`config.mk`:
```
export PLATFORM = sky130hd
export DESIGN_NAME = uart_rx_deserializer
export DESIGN_NICKNAME = d
export VERILOG_FILES = /design/src/rtl/uart_rx_deserializer.sv
export SDC_FILE = /design/constraint.sdc
export NUM_CORES = 1
export LEC_CHECK = 0
export BUFFER_PORTS_ARGS = -buffer_cell sky130_fd_sc_hd__buf_2
export CAP_MARGIN = 20
export CORE_AREA = 2 2 73 109
export CTS_CLUSTER_SIZE = 28
export DETAILED_ROUTE_END_ITERATION = 8
export DIE_AREA = 0 0 75 111
export PLACE_DENSITY_LB_ADDON = 0.12
export SLEW_MARGIN = 0
export SYNTH_ARGS = -nofsm -noshare
export SYNTH_HDL_FRONTEND = slang
export SYNTH_SLANG_ARGS = --single-unit
```
`constraint.sdc`:
```
create_clock -name clk -period 2 [get_ports clk]
set_input_delay 0.2 -clock clk [delete_from_list [all_inputs] [get_ports clk]]
set_output_delay 0.2 -clock clk [all_outputs]
set_load 0.01 [all_outputs]
```
`src/rtl/uart_rx_deserializer.sv`:
```
// 8N1 UART receiver: synchronizes rx, recovers frames by mid-bit sampling and
// presents each good byte zero-extended to 32 bits with a one-cycle strobe.
module uart_rx_deserializer #(
  parameter int CLKS_PER_BIT = 434
) (
  input  logic        clk,
  input  logic        rst,
  input  logic        rx,
  output logic [31:0] Rx_Data,
  output logic        Rx_Valid,
  output logic        Frame_Error,
  output logic        Rx_Busy
);

  localparam int CW = $clog2(CLKS_PER_BIT);
  localparam logic [CW-1:0] HALF_M1 = CW'(CLKS_PER_BIT / 2 - 1);
  localparam logic [CW-1:0] FULL_M1 = CW'(CLKS_PER_BIT - 1);

  typedef enum logic [2:0] {
    IDLE,
    START,
    DATA,
    STOP,
    BREAK_WAIT
  } state_t;

  state_t        state_q, state_n;
  logic [CW-1:0] cnt_q, cnt_n;
  logic [2:0]    idx_q, idx_n;
  logic [7:0]    shift_q, shift_n;
  logic [7:0]    data_q, data_n;
  logic          valid_q, valid_n;
  logic          ferr_q, ferr_n;
  logic          sync1_q, sync2_q;
  logic          rx_s;

  // Two-flop synchronizer; idles high so reset never looks like a start edge.
  always_ff @(posedge clk or negedge rst) begin
    if (!rst) begin
      sync1_q <= 1'b1;
      sync2_q <= 1'b1;
    end else begin
      sync1_q <= rx;
      sync2_q <= sync1_q;
    end
  end

  assign rx_s = sync2_q;

  always_ff @(posedge clk or negedge rst) begin
    if (!rst) begin
      state_q <= IDLE;
      cnt_q   <= '0;
      idx_q   <= '0;
      shift_q <= '0;
      data_q  <= '0;
      valid_q <= 1'b0;
      ferr_q  <= 1'b0;
    end else begin
      state_q <= state_n;
      cnt_q   <= cnt_n;
      idx_q   <= idx_n;
      shift_q <= shift_n;
      data_q  <= data_n;
      valid_q <= valid_n;
      ferr_q  <= ferr_n;
    end
  end

  // Start is checked at half a bit, data and stop bits a full bit later each,
  // so every sample lands near the middle of its bit cell.
  always_comb begin
    state_n = state_q;
    cnt_n   = cnt_q;
    idx_n   = idx_q;
    shift_n = shift_q;
    data_n  = data_q;
    valid_n = 1'b0;
    ferr_n  = 1'b0;
    case (state_q)
      IDLE: begin
        cnt_n = '0;
        if (!rx_s) begin
          state_n = START;
        end
      end
      START: begin
        if (cnt_q == HALF_M1) begin
          cnt_n = '0;
          if (!rx_s) begin
            state_n = DATA;
            idx_n   = '0;
          end else begin
            state_n = IDLE;
          end
        end else begin
          cnt_n = cnt_q + CW'(1);
        end
      end
      DATA: begin
        if (cnt_q == FULL_M1) begin
          cnt_n   = '0;
          shift_n = {rx_s, shift_q[7:1]};
          idx_n   = idx_q + 3'd1;
          if (idx_q == 3'd7) begin
            state_n = STOP;
          end
        end else begin
          cnt_n = cnt_q + CW'(1);
        end
      end
      STOP: begin
        if (cnt_q == FULL_M1) begin
          cnt_n = '0;
          if (rx_s) begin
            data_n  = shift_q;
            valid_n = 1'b1;
            state_n = IDLE;
          end else begin
            ferr_n  = 1'b1;
            state_n = BREAK_WAIT;
          end
        end else begin
          cnt_n = cnt_q + CW'(1);
        end
      end
      // A held-low line must go high before another start can be recognized.
      BREAK_WAIT: begin
        cnt_n = '0;
        if (rx_s) begin
          state_n = IDLE;
        end
      end
      default: begin
        state_n = IDLE;
        cnt_n   = '0;
      end
    endcase
  end

  assign Rx_Data     = {24'h0, data_q};
  assign Rx_Valid    = valid_q;
  assign Frame_Error = ferr_q;
  assign Rx_Busy     = (state_q != IDLE);

endmodule

```
==> metrics <==
Fillers=799; XOR/XNOR share of the synthesized area=3.43%; fmax=541 MHz; register area=878 µm²; synthesized area=0.00179 mm²; Layout Area Growth over Synthesis=16.3%; Placement Cell Area=0.00191 mm²; DR vias=1,011; headroom to the max-slew limit=47.3%; Final ANT Viol Nets=0; Max Cap Violations=0; first drt pass iteration count=3; maximum vdd drop=370 µV; critical path class=reg2reg; CTS tree=yes; EDFF count, synth=0; Synth Area in Compound Gates=4.55%; Post-Synth Adder-Cell Area=3.50%; share of the synthesized area in the top cell type=46.2%; Post-Layout Inst Area=0.00208 mm²; vias in the first global route=1,096; synth top area cells=dfrtp_1, buf_4, mux2_4; mux cell area share after synthesis=13.0%; most common cell in the netlist=dfrtp_1; routability cong.=0.708; Yosys top cell by area=dfrtp_1; DP HPWL=2410 µm; largest fanout on the critical path=9; area of the multi-input gates=778 µm²; Floorplan Core Area=0.00747 mm²; Routed WL=3110 µm; CTS Buf Count=5; clock root cell=clkbuf_16; Final Cycle Share=92.5%; input/output buffers=13; crit path capture type=register; IO Pins=38; clock sinks=35; iteration-0 DRC count of the detailed router=18; worst-margin pin slew=0.790 ns; GRT Total Usage=8.39%; antenna fix cells=0; initial core utilization=23.9%; worst skew pair latency=0.28 ns; Pwr per Cell Area=791 mW/mm²; Resize count post-CTS=0; LEAKAGE=0.00103 µW; Seq cells post-synth=35; first-pass GRT wire length=5410 µm; syn avg cell area=12.5 µm²; status=finished, final reports clean; Via density=3.77; Clock Skews=0.00666 ns; Final Max Tran Viols=0; Period minus WS final=1.85 ns; Critical Path RT=2.16 ns; final net count=173; setup bufs post-CTS=0; initial antenna violation count=0; largest family of logic cells by synthesized area=simple AND/OR/NAND/NOR gates; library cells used by synthesis=37; Congestion Overflow GR=0; pin count of the biggest net entering global routing=36; R2R cell count=6; Critical Path Start Type=register; Ys Warns=0; Async S/R FF share, synth=100%; Die Wd=75 µm; CTS H-Tree Depth=2; setup TNS=0 ns; WL per Instance=11.6 µm; Seq/Total Area, Yosys=49.2%; Post-synth top cells=dfrtp_1, buf_4, nor2_1, mux2_2, mux2_4; share of layout cells above drive strength 1=34.9%; Die H=111 µm; Synth Flop Type=dfrtp_1; FP Rows=39; final hold viol count=0; Crit path arrival time=2.01 ns; Final setup viols=0; Worst Hold Class=in2async; Post-Synthesis Cells=143; cts hold-fix bufs=0; Reg clk slew, reported paths=0.06 ns; RSZ-0062 raised after global routing=no; DRC viols=0; simple-gate share of the synthesized area=14.0%; die area=0.00833 mm²; Max Root-Sink Buffers=2
-- worst paths after layout --
check	start	endpoint	slack, ns
setup reg to reg	cnt_q[1]$_DFF_PN0_	data_q[0]$_DFFE_PN0P_	0.15
hold reg to reg	sync1_q$_DFF_PN1_	rx_s$_DFF_PN1_	0.36
min in group clk	rx	sync1_q$_DFF_PN1_	0.02
setup / recovery	cnt_q[1]$_DFF_PN0_	data_q[0]$_DFFE_PN0P_	0.15
hold / removal	rst	data_q[7]$_DFFE_PN0P_	0.005
max in group asynchronous	rst	idx_q[2]$_DFFE_PN0P_	1.49
-- state kept, by name, summed over array words and instances, names as in the netlist --
register and cells:
cnt_q 9, data_q 8, shift_q 8, idx_q 3, state_q 3, Frame_Error 1
Rx_Valid 1, rx_s 1, sync1_q 1
-- critical path, cell delays in order, from the launching register on --
cell      delay [ns]
dfrtp_1         0.40
inv_1           0.09
ha_1            0.15
and4bb_4        0.28
and2_4          0.16
and4_4          0.34
mux2_4          0.31
-- where the power goes --
group | total, µW | leakage, µW | internal, µW | switching [µW]
registers | 714 | 0.000467 | 712 | 1.81
clock network | 891 | 0.0000844 | 594 | 298
logic | 39.3 | 0.000481 | 2.65 | 36.7
-- per-stage QoR --
step | setup slack (ns) | total power (µW) | hold slack [ns] | std cells | utilization [%]
after floorplan | 0.226 | 783 | -0.0956 | 166 | -
after global placement | 0.180 | 766 | 0.310 | 260 | 25.5
after detailed placement | 0.143 | 766 | 0.313 | 260 | 25.5
after CTS | 0.128 | 1670 | 0.0179 | 268 | 27.8
after global routing | 0.0494 | 1720 | 0.0103 | 268 | 27.8
final | 0.150 | 1640 | 0.00484 | 268 | 27.8
-- cells by family (layout without fill, tap and decap cells) --
group           Yosys count  in the layout
compound gates            8              8
xor+xnor                  7              7
fa+ha+maj                 5              5
buf+inv                  30             30
flops                    35             35
mux                      18             18
other cells               1             24
simple gates             39             39
-- cell usage in the layout (no fill, tap or decap), types with 6 or more instances in the layout --
master	synthesis	routed
conb_1	1	24
xor2_1	6	6
nor2_1	12	12
mux2_4	8	8
buf_4	24	6
mux2_2	10	10
dfrtp_1	33	33
buf_2	1	13
-- metal layers --
layer | wire length, µm | global-route usage (%)
met5 | 0 | 0
met4 | 55 | 3.57
met3 | 111 | 2.91
met2 | 1810 | 14.9
met1 | 1130 | 8.53
-- layout make-up --
type	count	area share, %
Clock buffer	5	6.02
Multi-Input combinational cell	101	37.4
Tap cell	102	6.14
Clock inverter	3	2.29
Sequential cell	35	42.3
Inverter	3	0.542
Timing Repair Buffer	19	5.30
(Power assumes the default switching activity.)
